--- src/rtl/shift_deserializer_nb_pkg.sv ---
// Shared types and sizing helpers for the shift_deserializer_nb serial receiver.
package shift_deser_pkg;

    typedef enum logic [0:0] {
        COLLECT = 1'b0,
        FULL    = 1'b1
    } state_t;

    localparam logic DIR_LEFT  = 1'b0;
    localparam logic DIR_RIGHT = 1'b1;

    // Bits needed to hold values 0..n-1; never narrower than one bit.
    function automatic int width_of(input int n);
        return (n > 1) ? $clog2(n) : 1;
    endfunction

endpackage

--- src/rtl/shift_deserializer_nb_if.sv ---
// Serial intake and parallel output bundle of shift_deserializer_nb.
// The ones field exists only when ONES_COUNT_EN is defined.
interface shift_deserializer_nb_if
    import shift_deser_pkg::*;
#(
    parameter int N = 8
);
    logic         sbit;
    logic         bit_valid;
    logic         bit_ready;
    logic         sof;
    logic         left_right;
    logic [N-1:0] data;
    logic         valid;
    logic         ready;
`ifdef ONES_COUNT_EN
    logic [width_of(N+1)-1:0] ones;
`endif

    modport master (
        output sbit, bit_valid, sof, left_right, ready,
        input  bit_ready, data, valid
`ifdef ONES_COUNT_EN
        , input ones
`endif
    );

    modport slave (
        input  sbit, bit_valid, sof, left_right, ready,
        output bit_ready, data, valid
`ifdef ONES_COUNT_EN
        , output ones
`endif
    );

endinterface

--- src/rtl/shift_deserializer_nb_popcount.sv ---
// Combinational N-bit ones counter, built only when ONES_COUNT_EN is defined.
`ifdef ONES_COUNT_EN
module popcount_nb
    import shift_deser_pkg::*;
#(
    parameter int N = 8
) (
    input  logic [N-1:0]              data,
    output logic [width_of(N+1)-1:0]  ones
);
    localparam int W = width_of(N + 1);

    // Sum of set bits.
    always_comb begin
        ones = {W{1'b0}};
        for (int i = 0; i < N; i++) begin
            ones = ones + {{(W-1){1'b0}}, data[i]};
        end
    end

endmodule
`endif

--- src/rtl/shift_deserializer_nb.sv ---
// Double-buffered serial-to-parallel receiver: shift register plus output holding register.
// Optional macro ONES_COUNT_EN adds a registered population count of the output word.
module shift_deserializer_nb
    import shift_deser_pkg::*;
#(
    parameter int N = 8
) (
    input  logic                     i_clk,
    input  logic                     i_clr,
    shift_deserializer_nb_if.slave   bus
);
    localparam int             CW   = width_of(N);
    localparam logic [CW-1:0]  LAST = CW'(N - 1);

    state_t          state_r, state_next_s;
    logic [CW-1:0]   cnt_r, pos_s;
    logic            dir_r, dir_eff_s, first_s;
    logic [N-1:0]    sr_r, sr_shift_s, data_r, data_next_s;
    logic            valid_r, valid_next_s;
    logic            bit_ready_s, bit_xfer_s, word_xfer_s, out_free_s;
    logic            complete_s, load_bit_s, load_sr_s;

    // State register.
    always_ff @(posedge i_clk) begin
        if (i_clr) state_r <= COLLECT;
        else       state_r <= state_next_s;
    end

    // Next state: park in FULL when a word completes against an occupied output.
    always_comb begin
        state_next_s = state_r;
        case (state_r)
            COLLECT: if (complete_s && !out_free_s) state_next_s = FULL;
                     else                           state_next_s = COLLECT;
            FULL:    if (word_xfer_s)               state_next_s = COLLECT;
                     else                           state_next_s = FULL;
            default: state_next_s = COLLECT;
        endcase
    end

    // Intake readiness is decoded from state alone.
    always_comb begin
        bit_ready_s = 1'b1;
        case (state_r)
            COLLECT: bit_ready_s = 1'b1;
            FULL:    bit_ready_s = 1'b0;
            default: bit_ready_s = 1'b1;
        endcase
    end

    assign bit_xfer_s  = bus.bit_valid && bit_ready_s;
    assign word_xfer_s = valid_r && bus.ready;
    assign out_free_s  = !valid_r || bus.ready;

    // Shift, completion and output-load decisions; sof restarts counting at this bit.
    always_comb begin
        first_s   = (cnt_r == {CW{1'b0}}) || bus.sof;
        dir_eff_s = first_s ? bus.left_right : dir_r;
        pos_s     = bus.sof ? {CW{1'b0}} : cnt_r;
        if (dir_eff_s == DIR_RIGHT) sr_shift_s = {bus.sbit, sr_r[N-1:1]};
        else                        sr_shift_s = {sr_r[N-2:0], bus.sbit};
        complete_s = bit_xfer_s && (pos_s == LAST);
        load_bit_s = complete_s && out_free_s;
        load_sr_s  = (state_r == FULL) && word_xfer_s;
        if (load_bit_s)     data_next_s = sr_shift_s;
        else if (load_sr_s) data_next_s = sr_r;
        else                data_next_s = data_r;
        if (load_bit_s || load_sr_s) valid_next_s = 1'b1;
        else if (word_xfer_s)        valid_next_s = 1'b0;
        else                         valid_next_s = valid_r;
    end

    // Datapath registers.
    always_ff @(posedge i_clk) begin
        if (i_clr) begin
            sr_r    <= {N{1'b0}};
            cnt_r   <= {CW{1'b0}};
            dir_r   <= DIR_LEFT;
            data_r  <= {N{1'b0}};
            valid_r <= 1'b0;
        end else begin
            if (bit_xfer_s) begin
                sr_r  <= sr_shift_s;
                cnt_r <= complete_s ? {CW{1'b0}} : (pos_s + CW'(1));
                if (first_s) dir_r <= bus.left_right;
            end
            data_r  <= data_next_s;
            valid_r <= valid_next_s;
        end
    end

    assign bus.bit_ready = bit_ready_s;
    assign bus.data      = data_r;
    assign bus.valid     = valid_r;

`ifdef ONES_COUNT_EN
    localparam int OW = width_of(N + 1);
    logic [OW-1:0] ones_next_s, ones_r;

    popcount_nb #(.N(N)) u_popcount (
        .data (data_next_s),
        .ones (ones_next_s)
    );

    // Count registered alongside the word it describes.
    always_ff @(posedge i_clk) begin
        if (i_clr) ones_r <= {OW{1'b0}};
        else       ones_r <= ones_next_s;
    end

    assign bus.ones = ones_r;
`endif

endmodule

--- src/flat_wrapper.sv ---
// flat-port wrapper written by rule: the top's interface ports become plain ports
module shift_deserializer_nb_flat import shift_deser_pkg::*;
#(
    parameter int N = 8
)
  (i_clk, i_clr, bus_sbit, bus_bit_valid, bus_sof, bus_left_right, bus_ready, bus_bit_ready, bus_data, bus_valid);
  shift_deserializer_nb_if #(.N(N)) bus_i ();
  input  logic i_clk;
  input  logic i_clr;
  input wire logic [$bits(bus_i.sbit)-1:0] bus_sbit;
  input wire logic [$bits(bus_i.bit_valid)-1:0] bus_bit_valid;
  input wire logic [$bits(bus_i.sof)-1:0] bus_sof;
  input wire logic [$bits(bus_i.left_right)-1:0] bus_left_right;
  input wire logic [$bits(bus_i.ready)-1:0] bus_ready;
  output wire logic [$bits(bus_i.bit_ready)-1:0] bus_bit_ready;
  output wire logic [$bits(bus_i.data)-1:0] bus_data;
  output wire logic [$bits(bus_i.valid)-1:0] bus_valid;
  assign bus_i.sbit = bus_sbit;
  assign bus_i.bit_valid = bus_bit_valid;
  assign bus_i.sof = bus_sof;
  assign bus_i.left_right = bus_left_right;
  assign bus_i.ready = bus_ready;
  assign bus_bit_ready = bus_i.bit_ready;
  assign bus_data = bus_i.data;
  assign bus_valid = bus_i.valid;
  shift_deserializer_nb #(.N(N)) u_core (.i_clk(i_clk), .i_clr(i_clr), .bus(bus_i));
endmodule
--- config.mk ---
export PLATFORM = sky130hd
export DESIGN_NAME = shift_deserializer_nb_flat
export DESIGN_NICKNAME = d
export VERILOG_FILES = /design/src/rtl/shift_deserializer_nb_pkg.sv /design/src/rtl/shift_deserializer_nb_if.sv /design/src/rtl/shift_deserializer_nb_popcount.sv /design/src/rtl/shift_deserializer_nb.sv /design/src/flat_wrapper.sv
export SDC_FILE = /design/constraint.sdc
export NUM_CORES = 1
export LEC_CHECK = 0
export CORE_ASPECT_RATIO = 1.2
export CORE_MARGIN = 4
export CORE_UTILIZATION = 56
export DETAILED_ROUTE_END_ITERATION = 10
export GPL_ROUTABILITY_DRIVEN = 0
export GPL_TIMING_DRIVEN = 0
export PLACE_DENSITY = 0.83
export SETUP_SLACK_MARGIN = 0.5
export SLEW_MARGIN = 40
export SYNTH_ARGS = -nofsm -noshare
export SYNTH_HDL_FRONTEND = slang
export SYNTH_SLANG_ARGS = --single-unit
export TNS_END_PERCENT = 10
--- constraint.sdc ---
create_clock -name i_clk -period 3.35 [get_ports i_clk]
set_input_delay 0.8375 -clock i_clk [delete_from_list [all_inputs] [get_ports i_clk]]
set_output_delay 0.8375 -clock i_clk [all_outputs]
set_load 0.01 [all_outputs]
======== Yosys cells after proc, flatten, opt, wreduce, memory -nomap -nowiden ========
Index checks and enable logic that the tools add are counted.
Widths: inputs -> output; s select.
word-level totals
  register bits after elaboration ......... 22
  bits in latches ......................... 0
  bits in writable memories ............... 0
  bits in read-only memories .............. 0
  output and inout bits ................... 10
  logic and storage cells ................. 35
  memories ................................ 0
cells by class
  add/subtract/negate cells ............... 1
  multiply operators ...................... 0
  div/mod/pow operators ................... 0
  magnitude comparators ................... 0
  equality and inequality tests ........... 1
  shift operators ......................... 0
  multiplexer cells ....................... 12
  bitwise gates (word level) .............. 1
  reductions and logical operators ........ 14
operators with widths
  kind                 number
  $mux 8               3
  $logic_and 1x1->1    6
  $mux 3               2
  $mux 1               5
  $pmux 1 s2           2
  $reduce_bool 2->1    2
  $add 3x1->3 const B  1
  $eq 3x3->1 const B   1
  $logic_not 3->1      1
  $logic_or 1x1->1     3
  $logic_not 1->1      2
  $not 1->1            1

======== Logic depth before layout (Yosys ltp) ========
  depth in word-level cells ............... 7
  gate-level depth with buffers ........... 8

======== Worst setup path before layout ========
OpenSTA, ideal clock, no wires.
  path kind ............................... in2reg
  start point ............................. in bus_sof
  end point ............................... reg u_core.data_r[4] (netlist: u_core.bus.data[4])
  setup time .............................. 0.082 ns
  data arrival time ....................... 2.262 ns
  data required time ...................... 3.268 ns
  path slack .............................. 1.006 ns
  stages on the path ...................... 8
  cell sequence ........................... nor2b_1 -> ha_1 -> ha_1 -> nand3b_1 -> nor3_1 -> buf_2 -> nand3_1 -> o2111ai_1
on the way
  word-level cells in the longest chain between the ends .. 5
  elaborated cells between the ends (all ways) .. 9
ends and longest elaborated chain
  what                                                line                         text
  from (decl)                                         flat_wrapper.sv:12           input wire logic [$bits(bus_i.sof)-1:0] bus_sof;
  $mux 3                                              shift_deserializer_nb.sv:59  pos_s = bus.sof ? {CW{1'b0}} : cnt_r;
  $eq 3x3->1                                          shift_deserializer_nb.sv:62  complete_s = bit_xfer_s && (pos_s == LAST);
  $logic_and 1x1->1                                   shift_deserializer_nb.sv:62
  $logic_and 1x1->1                                   shift_deserializer_nb.sv:63  load_bit_s = complete_s && out_free_s;
  $mux 8 / $reduce_bool 2->1 (equally long branches)  n/a
  to (signal assigned)                                shift_deserializer_nb.sv:79  data_r <= {N{1'b0}};
  to (signal assigned)                                shift_deserializer_nb.sv:87  data_r <= data_next_s;
  to (decl)                                           shift_deserializer_nb.sv:18  logic [N-1:0] sr_r, sr_shift_s, data_r, data_next_s;
Parallel ways exist; a longest one is shown, timed or not.
A chain may end at the register's enable or synchronous reset.

======== Final worst setup path ========
  start point ............................. in bus_sof
  end point ............................... reg u_core.data_r[1] (netlist: u_core.bus.data[1])
Same word-level chain as after synthesis.

==> metrics.log <==
INFO  metric worst_setup_path_end_kind = flop
INFO  metric post_place_cells = 163
INFO  metric drt_pass1_iterations = 4
INFO  metric clock-root-buffer = sky130_fd_sc_hd__clkbuf_4
INFO  metric dp_hpwl = 1.80 mm
INFO  metric diodes = 0
INFO  metric cts_tree = yes
INFO  metric max-vdd-ir-drop = 258 uV
INFO  metric cts-root-to-sink-buffers = 2
INFO  metric instances_no_fill = 167
INFO  metric synth_async_sr_flop_share = 0%
INFO  metric maxCapViolations = 0
INFO  metric ff2ff_path_depth = 8
INFO  metric final_antenna_net_count = 0
INFO  metric final.setup_skew = 3.50 ps
INFO  metric total_die_area = 0.00272 sq mm
INFO  metric clk_transition_reported_paths = 120 ps
INFO  metric postSynthNetCount = 138
INFO  metric critical_path_required = 3580 ps
INFO  metric synth-warning-count = 0
INFO  metric cts_setup_buffers = 0
INFO  metric layout_min_cycle_time = 2690 ps
INFO  metric htree_num_levels = 1
INFO  metric floorplan.io_pins = 17
INFO  metric via_count = 1003
INFO  metric first_pass_grt_wire_length = 4.14 mm
INFO  metric maxClockFrequency = 372 MHz
INFO  metric grt_pass1_vias = 987
INFO  metric routedWlPerCell = 14.1 um
INFO  metric syn-mean-instance-area = 8.47 sq um
INFO  metric grt_start_max_net_pins = 13
INFO  metric leakage_dissipation = 0.483 nW
INFO  metric detailedRoute.firstIterationViolations = 17
INFO  metric route.final.wire_length = 2.35 mm
INFO  metric setup_viol = 0
INFO  metric crit_arrival = 2920 ps
INFO  metric hold_viol_final = 0
INFO  metric number_of_register_bits_inferred_by_synthesis = 22
INFO  metric mappedNetlistArea = 0.00109 sq mm
INFO  metric final.setup.tns = 0 ps
INFO  metric rsz0062_at_grt = no
INFO  metric post_drt_via_cell_ratio = 6.01
INFO  metric synth_enable_flop_cells = 0
INFO  metric core-area = 0.00185 sq mm
INFO  metric relSlewSlack = 49.5%
INFO  metric total_of_fill_cells_in_the_finished_design = 146
INFO  metric nets = 158
INFO  metric worstSetupStartpointType = input pin
INFO  metric synth_seq_area_share = 40.3%
INFO  metric total_global_routing_overflow = 0
INFO  metric yosys_most_used_dff = sky130_fd_sc_hd__dfxtp_1
INFO  metric syn2layout_area_growth = 20.3%
INFO  metric layout_worst_path_cycle_share = 80.3%
INFO  metric route.detailed.drc = 0
INFO  metric synth.lib_cells_used.distinct = 28
INFO  metric power.density = 376 mW/mm^2
INFO  metric worst_slew_pin_slew = 751 ps
INFO  metric grt_antenna_before_repair = 0
INFO  metric setup.worst_path.class = input pin to flop
INFO  metric groute.usage.overall = 18.4%
INFO  metric outcome = finished, final reports clean
INFO  metric chipHeight = 56.4 um
INFO  metric synth_cells = 129
INFO  metric drv_slew = 0
INFO  metric cts-buffers-inserted = 3
INFO  metric clkLatencyLatePin = 300 ps
INFO  metric share_of_cells_above_drive_strength_1 = 7.43%
INFO  metric worst-path-max-fanout = 10
INFO  metric floorplan.die.width = 48.3 um
INFO  metric port_buffers = 15
INFO  metric min_path_type = flop to flop
INFO  metric whs_path_depth = 2
INFO  metric rows = 17
INFO  metric tritoncts_num_sinks = 22
INFO  metric initial_core_utilization = 59.0%
INFO  metric hold_buffer_count_at_cts = 0
==> cells in the mapped netlist (2+ instances only) <==
| master | n | share of area (%) |
|---|---|---|
| sky130_fd_sc_hd__a21oi_1 | 2 | 0.92 |
| sky130_fd_sc_hd__dfxtp_1 | 22 | 40 |
| sky130_fd_sc_hd__clkbuf_1 | 4 | 1.4 |
| sky130_fd_sc_hd__nand3_1 | 15 | 6.9 |
| sky130_fd_sc_hd__inv_1 | 10 | 3.4 |
| sky130_fd_sc_hd__a211oi_1 | 9 | 6.2 |
| sky130_fd_sc_hd__nor3_1 | 3 | 1.4 |
| sky130_fd_sc_hd__buf_2 | 2 | 0.92 |
| sky130_fd_sc_hd__o2111ai_1 | 7 | 5.6 |
| sky130_fd_sc_hd__ha_1 | 2 | 2.3 |
| sky130_fd_sc_hd__nor2b_1 | 6 | 3.4 |
| sky130_fd_sc_hd__nand2_1 | 12 | 4.1 |
| sky130_fd_sc_hd__nor2_1 | 12 | 4.1 |
| sky130_fd_sc_hd__mux2i_1 | 9 | 8.2 |
==> area by class of cell <==
class | count | area [sq um] | share of cell area [%]
multi-input cells | 89 | 586 | 44.6
plain buffers | 8 | 40.0 | 3.05
well taps | 19 | 23.8 | 1.81
repair buffers | 15 | 150 | 11.4
flip-flops and latches | 22 | 440 | 33.5
clock buffers | 4 | 36.3 | 2.76
inverters | 10 | 37.5 | 2.86
==> path summary, 6_finish.rpt <==
kind / end / slack [ps] / start
setup / recovery: u_core.bus.data[1] / 660 / bus_sof
hold / removal: u_core.dir_r / 520 / u_core.dir_r
setup reg to reg: u_core.bus.data[1] / 1270 / u_core.cnt_r[0]
hold reg to reg: u_core.dir_r / 520 / u_core.dir_r
==> power breakdown <==
part	internal, mW	switching (mW)
clock	0.0663	0.0798
sequential	0.271	0.0122
combinational	0.0291	0.0359
total	0.367	0.128
==> through the flow <==
step	setup slack (ps)	hold WS [ps]	utilization (%)	cell area, sq um	total power [mW]
finish	659	518	71.0	1310	0.495
global route	532	535	71.0	1310	0.517
CTS	633	518	70.7	1310	0.496
detailed placement	95.4	501	68.4	1270	0.353
global placement	212	494	68.4	1270	0.351
floorplan	1010	472	-	1090	0.332
==> registers in the layout (all words and copies together), names as in the netlist <==
signal	cells
u_core.bus.data	8
u_core.bus.valid	1
u_core.cnt_r	3
u_core.dir_r	1
u_core.sr_r	8
u_core.state_r	1
==> cells in the final DEF (no fill, tap or decap), drive strengths merged <==
cell,synthesis,layout
a221oi,1,1
inv,10,10
clkdlybuf4s50,0,15
a32oi,1,1
nand2b,1,1
o22ai,1,1
ha,2,2
o211ai,1,1
o211a,1,1
or4b,1,1
o2111ai,7,7
nor2b,6,6
nand2,12,12
a311oi,1,1
mux2i,9,9
dfxtp,22,22
o2bb2ai,1,1
buf,4,4
or2,1,1
nand3,15,15
o21ai,1,1
a211oi,9,9
nor3,3,3
a21oi,2,2
nor2,12,12
nand3b,1,1
clkbuf,4,8
==> metal layers <==
layer / GRT usage, % / wire length, um
met1: 21.2 / 1030
met5: 0 / 0
met4: 9.49 / 31
met3: 2.65 / 81
met2: 32.3 / 1210
==> timing repair <==
item | 4_1_cts | 5_1_grt
endpoints found under the hold margin | 0 | 0
resized for setup | 1 | 1
setup endpoints to repair | 8 | 6
==> cell families (layout without fill, tap and decap cells) <==
kind of cell	after synthesis	in the layout	share of synthesized area (%)
simple gates	52	52	23.0
compound gates	26	26	19.0
flops	22	22	40.3
buf+inv	18	37	7.10
mux	9	9	8.25
fa+ha+maj	2	2	2.29
==> critical path, stage by stage <==
cell	delay, ps
sky130_fd_sc_hd__clkdlybuf4s50_1	470
sky130_fd_sc_hd__nor2b_1	220
sky130_fd_sc_hd__ha_1	180
sky130_fd_sc_hd__ha_1	180
sky130_fd_sc_hd__nand3b_1	220
sky130_fd_sc_hd__nor3_4	330
sky130_fd_sc_hd__buf_2	270
sky130_fd_sc_hd__nand3_1	110
sky130_fd_sc_hd__o2111ai_1	100
Power figures use the tool's default switching activity.
